$ cat config.mk
export PLATFORM = sky130hd
export DESIGN_NAME = fp_align_unit
export DESIGN_NICKNAME = d
export VERILOG_FILES = /design/src/rtl/fp_align_unit.sv
export SDC_FILE = /design/constraint.sdc
export NUM_CORES = 1
export LEC_CHECK = 0
export CAP_MARGIN = 10
export CORE_ASPECT_RATIO = 2
export CORE_MARGIN = 2
export CORE_UTILIZATION = 59
export DETAILED_ROUTE_END_ITERATION = 7
export PLACE_DENSITY = 0.86
export SYNTH_ARGS = -nofsm -noshare
export SYNTH_HDL_FRONTEND = slang
export SYNTH_SLANG_ARGS = --single-unit
export TNS_END_PERCENT = 50
$ cat constraint.sdc
create_clock -name clk -period 11.75 [get_ports clk]
set_input_delay 2.35 -clock clk [delete_from_list [all_inputs] [get_ports clk]]
set_output_delay 2.35 -clock clk [all_outputs]
set_load 0.1 [all_outputs]
$ cat src/rtl/fp_align_unit.sv
// Operand-alignment stage for the floating-point adder.
// Orders two operands by magnitude, then right-shifts the smaller mantissa
// onto the larger exponent (up to STEP bits per cycle) keeping guard/round/sticky.
module fp_align_unit #(
  parameter int EXP_W = 8,
  parameter int MAN_W = 23,
  parameter int STEP  = 4
) (
  input  logic                   clk,
  input  logic                   res,
  input  logic                   in_valid,
  output logic                   in_ready,
  input  logic [EXP_W+MAN_W:0]   a,
  input  logic [EXP_W+MAN_W:0]   b,
  output logic                   out_valid,
  input  logic                   out_ready,
  output logic                   big_sign,
  output logic                   small_sign,
  output logic [EXP_W-1:0]       exp_out,
  output logic [MAN_W+3:0]       big_man,
  output logic [MAN_W+3:0]       small_man,
  output logic                   swapped
);

  localparam int W  = 1 + EXP_W + MAN_W;
  localparam int MW = MAN_W + 4;
  localparam logic [EXP_W-1:0] STEP_V = EXP_W'(STEP);

  typedef enum logic [1:0] {IDLE, CMP, SHIFT, DONE} state_t;

  state_t r_state;
  state_t w_nextState;

  logic [W-1:0]     r_a;
  logic [W-1:0]     r_b;
  logic [EXP_W-1:0] r_rem;
  logic             r_inReady;
  logic             r_outValid;
  logic             r_bigSign;
  logic             r_smallSign;
  logic [EXP_W-1:0] r_exp;
  logic [MW-1:0]    r_bigMan;
  logic [MW-1:0]    r_smallMan;
  logic             r_swapped;

  logic [EXP_W-1:0] w_expA, w_expB, w_effA, w_effB;
  logic [MW-1:0]    w_manA, w_manB;
  logic             w_swap, w_accept, w_bypass;
  logic [EXP_W-1:0] w_effBig, w_effSmall, w_diff;
  logic [MW-1:0]    w_manBig, w_manSmall;
  logic             w_signBig, w_signSmall;
  logic [EXP_W-1:0] w_stepAmt, w_remNext;
  logic [MW-1:0]    w_lostMask, w_shifted, w_shiftedSticky;
  logic             w_lost;

  // Denormals (exp==0) get no hidden bit and an effective exponent of 1.
  assign w_expA = r_a[W-2 -: EXP_W];
  assign w_expB = r_b[W-2 -: EXP_W];
  assign w_effA = (w_expA == '0) ? EXP_W'(1) : w_expA;
  assign w_effB = (w_expB == '0) ? EXP_W'(1) : w_expB;
  assign w_manA = {(w_expA != '0), r_a[MAN_W-1:0], 3'b000};
  assign w_manB = {(w_expB != '0), r_b[MAN_W-1:0], 3'b000};

  // B wins only when strictly larger; full equality keeps A as the big operand.
  assign w_swap      = (w_effB > w_effA) || ((w_effB == w_effA) && (w_manB > w_manA));
  assign w_effBig    = w_swap ? w_effB : w_effA;
  assign w_effSmall  = w_swap ? w_effA : w_effB;
  assign w_manBig    = w_swap ? w_manB : w_manA;
  assign w_manSmall  = w_swap ? w_manA : w_manB;
  assign w_signBig   = w_swap ? r_b[W-1] : r_a[W-1];
  assign w_signSmall = w_swap ? r_a[W-1] : r_b[W-1];
  assign w_diff      = w_effBig - w_effSmall;
  assign w_bypass    = ({1'b0, w_diff} >= (EXP_W+1)'(MW));

  // One shift step: everything falling off the bottom collapses into bit 0.
  assign w_stepAmt       = (r_rem > STEP_V) ? STEP_V : r_rem;
  assign w_remNext       = r_rem - w_stepAmt;
  assign w_lostMask      = ~({MW{1'b1}} << w_stepAmt);
  assign w_lost          = |(r_smallMan & w_lostMask);
  assign w_shifted       = r_smallMan >> w_stepAmt;
  assign w_shiftedSticky = {w_shifted[MW-1:1], w_shifted[0] | w_lost};

  assign w_accept = (r_state == IDLE) && r_inReady && in_valid;

  // Next-state selection for the IDLE -> CMP -> SHIFT* -> DONE sequence.
  always_comb begin
    w_nextState = r_state;
    unique case (r_state)
      IDLE:    if (w_accept) w_nextState = CMP;
      CMP:     w_nextState = (w_bypass || (w_diff == '0)) ? DONE : SHIFT;
      SHIFT:   if (w_remNext == '0) w_nextState = DONE;
      DONE:    if (out_ready) w_nextState = IDLE;
      default: w_nextState = IDLE;
    endcase
  end

  // State register; in_ready/out_valid are registered from the next state so
  // both stay low during reset and in_ready rises on the first clock after it.
  always_ff @(posedge clk or negedge res) begin
    if (!res) begin
      r_state    <= IDLE;
      r_inReady  <= 1'b0;
      r_outValid <= 1'b0;
    end else begin
      r_state    <= w_nextState;
      r_inReady  <= (w_nextState == IDLE);
      r_outValid <= (w_nextState == DONE);
    end
  end

  // Operand capture, ordering in CMP and iterative shifting in SHIFT.
  always_ff @(posedge clk or negedge res) begin
    if (!res) begin
      r_a         <= '0;
      r_b         <= '0;
      r_rem       <= '0;
      r_bigSign   <= 1'b0;
      r_smallSign <= 1'b0;
      r_exp       <= '0;
      r_bigMan    <= '0;
      r_smallMan  <= '0;
      r_swapped   <= 1'b0;
    end else begin
      if (w_accept) begin
        r_a <= a;
        r_b <= b;
      end
      if (r_state == CMP) begin
        r_bigSign   <= w_signBig;
        r_smallSign <= w_signSmall;
        r_exp       <= w_effBig;
        r_bigMan    <= w_manBig;
        r_swapped   <= w_swap;
        r_rem       <= w_diff;
        if (w_bypass) r_smallMan <= {{(MW-1){1'b0}}, |w_manSmall};
        else          r_smallMan <= w_manSmall;
      end
      if (r_state == SHIFT) begin
        r_smallMan <= w_shiftedSticky;
        r_rem      <= w_remNext;
      end
    end
  end

  assign in_ready   = r_inReady;
  assign out_valid  = r_outValid;
  assign big_sign   = r_bigSign;
  assign small_sign = r_smallSign;
  assign exp_out    = r_exp;
  assign big_man    = r_bigMan;
  assign small_man  = r_smallMan;
  assign swapped    = r_swapped;

endmodule

==> summary.md, run 1 <==
| Metric | Value |
|---|---|
| Critical path endpoint | small_man[6] |
| Synth cell types | 76 |
| Worst-skew pair later-pin latency | ~0.42 ns |
| Vias in the first global route | ~7,700 |
| Worst r2r src | r_a[26] |
| CP Launch Type | flop |
| Cell family with most CP delay | simple AND/OR/NAND/NOR gates |
| Count leader, synth | dfrtp_1 |
| CP Max Fanout | 56 |
| Largest net degree at the start of global routing | 72 |
| Final Setup Violations | 0 |
| Hold WS | between 0.5 and 0.6 ns |
| Starting Density | between 60 and 70% |
| First-pass GRT wire length | 39.4 mm |
| R2r worst-path depth | 14 |
| Layout area overhead | 22.6% |
| Synth Instances | roughly 900 |
| Buf+Inv Stages, Crit Path | 2 |
| DP HPWL | approximately 18 mm |
| Total global-route track usage | 31.4% |
| TritonCTS Buffers | 17 |
| Grt ovf | 0 |
| Part of the Yosys area used for sequential elements | roughly two fifths |
| WP depth | 14 |
| Net count, final | 1,121 |
| Max Fclk | between 150 and 200 MHz |
| Vias | 7,646 |
| Router iterations before antenna repair | 5 |
| EDFF count, synth | 0 |
| Antenna viol nets, final | 0 |
| FF-to-FF setup slack | roughly 5.8 ns |
| Post-synth top area cell | dfrtp_1 |
| Filler cells | 1,045 |
| DRC | 0 |
| CP arrival | roughly 6.2 ns |
| Worst setup EP type | flop |
| MaxCap Viol Count | 0 |
| CTS tree | done |
| IO Port Bufs | about 130 |
| Chip width | 90.0 um |
| Setup crit start | r_a[26] |
| Post-synth top flop | dfrtp_1 |
| Max Slew Vio Count | 0 |
| Initial antenna violation count | 0 |
| Largest stage delay, worst path | between 0.5 and 0.6 ns |
| Synth area leaders | dfrtp_1 (40%), mux2_2 (8.9%), mux2i_1 (8.1%) |
| Req. time, crit path | 12.07 ns |
| Synth Warn # | 0 |
| Crit path max-delay cell type | or4_4 |
| Antenna cells | 0 |
| CTS H-Tree Depth | 4 |
| Max-slew headroom | around 33% |
| Final clock skew | between 0.009 and 0.01 ns |
| Die height | between 150 and 200 um |
| Setup TNS | 0 ns |
| Critical path type | reg -> reg |
| FFs w/ async S/R, synth | 100% |
| Final hold vios | 0 |
| Slew @ Worst Pin | ~1 ns |
| Share of cells above drive strength 1 | between 10 and 15% |
| Synthesized area | slightly below 9000 um2 |
| Total Wirelength | around 24 mm |
| Synth Area per Inst | 9.53 um2 |
| Synth Register Bits | about 140 |
| HP Start | r_a[29] |
| Worst Hold Depth | 1 |
| RSZ-0062 raised after global routing | no |
| # hold bufs at CTS | 0 |
| Initial DRC count | ~560 |
| Routed wire per std cell | 20.0 um |
| Post-CTS setup buffer count | 0 |
| Clock tree buffer depth | 2 |
| Synth cell count leaders | dfrtp_1 (138), a21oi_1 (128), nor2_1 (82) |
| CTS sink cnt | about 140 |
| Resize count post-CTS | 0 |
| Fin crit period | a little under 6 ns |
| Cells along the critical path | or4_1, nor3_1, ha_1, nand4_1, or4_4, o311a_2, nor2_4, buf_4, mux2_2, and3_1, a211o_1, or4_1, buf_4, o31ai_1 |
| Core Box Area | ~14,000 um2 |
| Root Driver | clkbuf_16 |
| RD Place Congestion | between 0.9 and 1 |
| Row count | 62 |
| Fin crit share | between 50% and 60% |
| Die Area | roughly 16,000 um2 |
| Crit Reg-Reg Endpoint | small_man[6] |
| Outcome | finished clean |
| Via density | around 6.3 |
| Post-synth top area share | about two fifths |
| # IOs | about 140 |
| Clock-pin slew on the worst setup and hold paths | 0.06 ns |
| Min-Delay Path Class | reg -> reg |
per-layer routing:
layer  up-vias  track usage, %  wire [um]
li1       3528               -          -
met1      3759            35.2       8960
met2       294            58.1      13400
met3        65            4.18        990
met4         0            15.6       1020
met5         -               0          0
layout make-up:
class                      count  area, um2  share of cell area [%]
clock buffer                  21        450                    4.21
clock inverter                11        135                    1.26
inverter                      42        158                    1.47
multi-input combinational    676       4880                    45.6
sequential                   138       3450                    32.3
tap                          192        240                    2.24
timing repair buffer         141       1390                    13.0
placed cells by master (no fill, tap or decap), types with 10 or more instances in the layout:
cell type / count
a21oi_1: 128
buf_4: 10
ha_1: 36
nor2_1: 82
nand2_1: 71
o31ai_2: 18
o21ai_0: 24
nor4_1: 12
inv_1: 41
clkbuf_16: 17
clkdlybuf4s50_1: 130
mux2_2: 69
dfrtp_1: 138
nor3_1: 12
a211oi_1: 13
mux2i_1: 71
sequential cells by signal, indices dropped and copies added (netlist names):
signal      count
out_valid       1
r_b            32
swapped         1
exp_out         8
small_man      27
in_ready        1
r_a            32
big_man        24
r_state         2
r_rem           8
big_sign        1
small_sign      1
through the flow:
stage / area, um2 / worst slack, ns / instances / util (%)
4_1_cts: 10700 / 5.85 / 1221 / 74.2
5_1_grt: 10700 / 5.51 / 1221 / 74.2
6_report: 10700 / 5.83 / 1221 / 74.2
2_1_floorplan: 8740 / 6.67 / 918 / -
3_3_place_gp: 10100 / 6.04 / 1189 / 70.1
3_5_place_dp: 10100 / 5.89 / 1189 / 70.1
how the worst min path moves through the flow:
stage	end	slack (ns)
after detailed placement	r_a[29]	0.50
after global placement	r_a[29]	0.49
after global routing	r_a[29]	0.52
after CTS	r_a[29]	0.51
after floorplan	r_a[29]	0.48
final	r_a[29]	0.51
cells by family after synthesis:
| kind of cell | after synthesis | share of synthesized area (%) |
|---|---|---|
| xor gates and xnor gates | 4 | 0.487 |
| AOI/OAI and AO/OA | 255 | 19.8 |
| other | 2 | 0.0860 |
| muxes | 140 | 17.0 |
| adders and majority gates | 37 | 5.30 |
| buffers and inverters | 104 | 4.89 |
| and+or+nand+nor | 236 | 12.9 |
| DFF | 138 | 39.6 |
worst register-to-register path, cell delays in order, from the launching register on:
cell     delay [ns]
dfrtp_1        0.45
or4_1          0.55
nor3_1         0.42
ha_1           0.23
nand4_1        0.20
or4_4          0.56
o311a_2        0.52
nor2_4         0.37
buf_4          0.55
mux2_2         0.43
and3_1         0.16
a211o_1        0.31
or4_1          0.52
buf_4          0.27
o31ai_1        0.30
Power of run 1 is left out: the tool's default activity adds up to more than one toggle a clock period on the data nets, which glitch-free logic cannot reach.
==> run 2: changes to the inputs <==
- CORE_UTILIZATION: 59 -> 50
- PLACE_DENSITY: 0.86 -> 0.78
- clock period: 11.75 -> 5.3 ns (I/O delays scaled with it)
==> run 2 against run 1 <==
Sequential share of layout area shrank 0.81 points. Largest cell class unchanged. Maximum frequency grew 16%. Final cell count grew 3.1%. Clock-buffer cell count shrank 1. Critical endpoint is now small_man[13].
==> summary.md, run 2 (synthesis gave the netlist of run 1 again) <==
| Metric | Value |
|---|---|
| Critical path type | reg -> reg |
| Initial antenna violation count | 0 |
| Placed cell count | 1,226 |
| Crit path max-delay cell type | or4_4 |
| Initial DRC count | 477 |
| Antenna viol nets, final | 0 |
| CTS sink cnt | around 140 |
| Fin crit share | a little over nine tenths |
| Min-Delay Path Class | reg -> reg |
| CTS tree | done |
| Buf+Inv Stages, Crit Path | 1 |
| Clock-pin slew on the worst setup and hold paths | ~0.060 ns |
| Grt ovf | 0 |
| DRC | 0 |
| CP Max Fanout | 25 |
| # hold bufs at CTS | 0 |
| Final instance area | 11,000 um2 |
| CP Launch Type | flop |
| Largest stage delay, worst path | between 0.5 and 0.6 ns |
| Total Wirelength | between 20 and 25 mm |
| Outcome | finished clean |
| RD Place Congestion | approximately 0.96 |
| Final hold vios | 0 |
| Vias in the first global route | slightly below 8,000 |
| Clock tree buffer depth | 2 |
| Max Slew Vio Count | 0 |
| Starting Density | between 50% and 60% |
| Die height | 191 um |
| First-pass GRT wire length | just under 40 mm |
| # IOs | around 140 |
| Hold WS | 0.502 ns |
| Cells along the critical path | nor4_2, nand3b_1, ha_1, nand4_1, or4_4, o311a_2, nor3_2, nor2_1, ha_1, o31ai_2, o41a_1, a211oi_1, a41oi_1, o211ai_1, or4_4, buf_8, o31ai_2 |
| Row count | a little under 70 |
| Core Box Area | between 15,000 and 20,000 um2 |
| Cell family with most CP delay | simple AND/OR/NAND/NOR gates |
| RSZ-0062 raised after global routing | no |
| Net count, final | between 1,000 and 1,500 |
| Routed wire per std cell | between 15 and 20 um |
| Placed cell areas | 10,300 um2 |
| Antenna cells | 0 |
| TritonCTS Buffers | 17 |
| Via density | 6.07 |
| Max-slew headroom | around a third |
| MaxCap Viol Count | 0 |
| Largest net degree at the start of global routing | just over 100 |
| Setup TNS | 0 ns |
| Fin crit period | approximately 5.1 ns |
| Slew @ Worst Pin | between 0.9 and 1 ns |
| Chip width | 97.4 um |
| Vias | roughly 7,600 |
| Router iterations before antenna repair | 5 |
| Die Area | around 19,000 um2 |
| CTS H-Tree Depth | 4 |
| Worst setup EP type | flop |
| Req. time, crit path | ~5.6 ns |
| Share of cells above drive strength 1 | between 10% and 20% |
| Final non-filler cell total | 1,259 |
| DP HPWL | about 18 mm |
| Final clock skew | approximately 0.01 ns |
| Worst-skew pair later-pin latency | between 0.4 and 0.5 ns |
| Layout area overhead | 25.7% |
| Final Setup Violations | 0 |
| Filler cells | between 1,000 and 1,500 |
| CP arrival | between 5 and 6 ns |
| Root Driver | clkbuf_16 |
| Most common cell after layout, fill and taps aside | dfrtp_1 |
| Most frequent cells in the layout | dfrtp_1 (138), clkdlybuf4s50_1 (130), a21oi_1 (128), nor2_1 (82) |
| IO Port Bufs | 131 |
| Max Fclk | slightly below 200 MHz |
| Total global-route track usage | a little over a quarter |
==> run 2: path summary, 6_finish.rpt <==
path	from	endpoint	slack (ns)	depth (start not counted)
setup / recovery	r_b[28]	small_man[13]	0.21	17
hold / removal	swapped	swapped	0.50	1
setup reg to reg	r_b[28]	small_man[13]	0.21	17
hold reg to reg	swapped	swapped	0.50	1
max in group asynchronous	res	r_a[27]	3.47	2
min in group asynchronous	res	big_man[11]	0.74	1
==> run 2: layer usage <==
metal	up-vias	share of wire, %	track usage, %	routed length [um]
met5	-	0	0	0
met4	0	5.2	15.1	1280
met3	72	4.0	3.74	1000
met2	265	54	48.7	13300
met1	3735	37	30.2	9140
li1	3571	-	-	-
==> run 2: layout make-up <==
class	count	area (um2)	area share [%]
multi-input combinational	676	4910	44.8
clock buffer	20	457	4.16
clock inverter	12	189	1.72
tap	210	263	2.39
sequential	138	3450	31.5
inverter	42	158	1.44
timing repair buffer	161	1550	14.1
==> run 2: worst register-to-register path: cells and delay by family, from the launching register on <==
kind	cells	cell delay, ns
and+or+nand+nor	7	2.14
buffers and inverters	1	0.20
AOI/OAI and AO/OA	7	1.68
adders and majority gates	2	0.55
DFF	1	0.40
==> run 2: per-stage QoR <==
stage	utilization [%]	setup WS, ns
floorplan	-	0.225
global placement	59.8	0.0898
detailed placement	59.8	-0.0430
CTS	63.6	0.0321
global route	63.9	0.00179
finish	63.9	0.213
==> run 2: what timing repair did <==
| action | in CTS | in global routing |
|---|---|---|
| pin swaps | 0 | 4 |
| gates cloned | 0 | 0 |
| setup endpoints to repair | 25 | 25 |
| gates resized for setup | 2 | 7 |
| buffers inserted | 0 | 1 |
Power of run 2 is left out for the same reason.
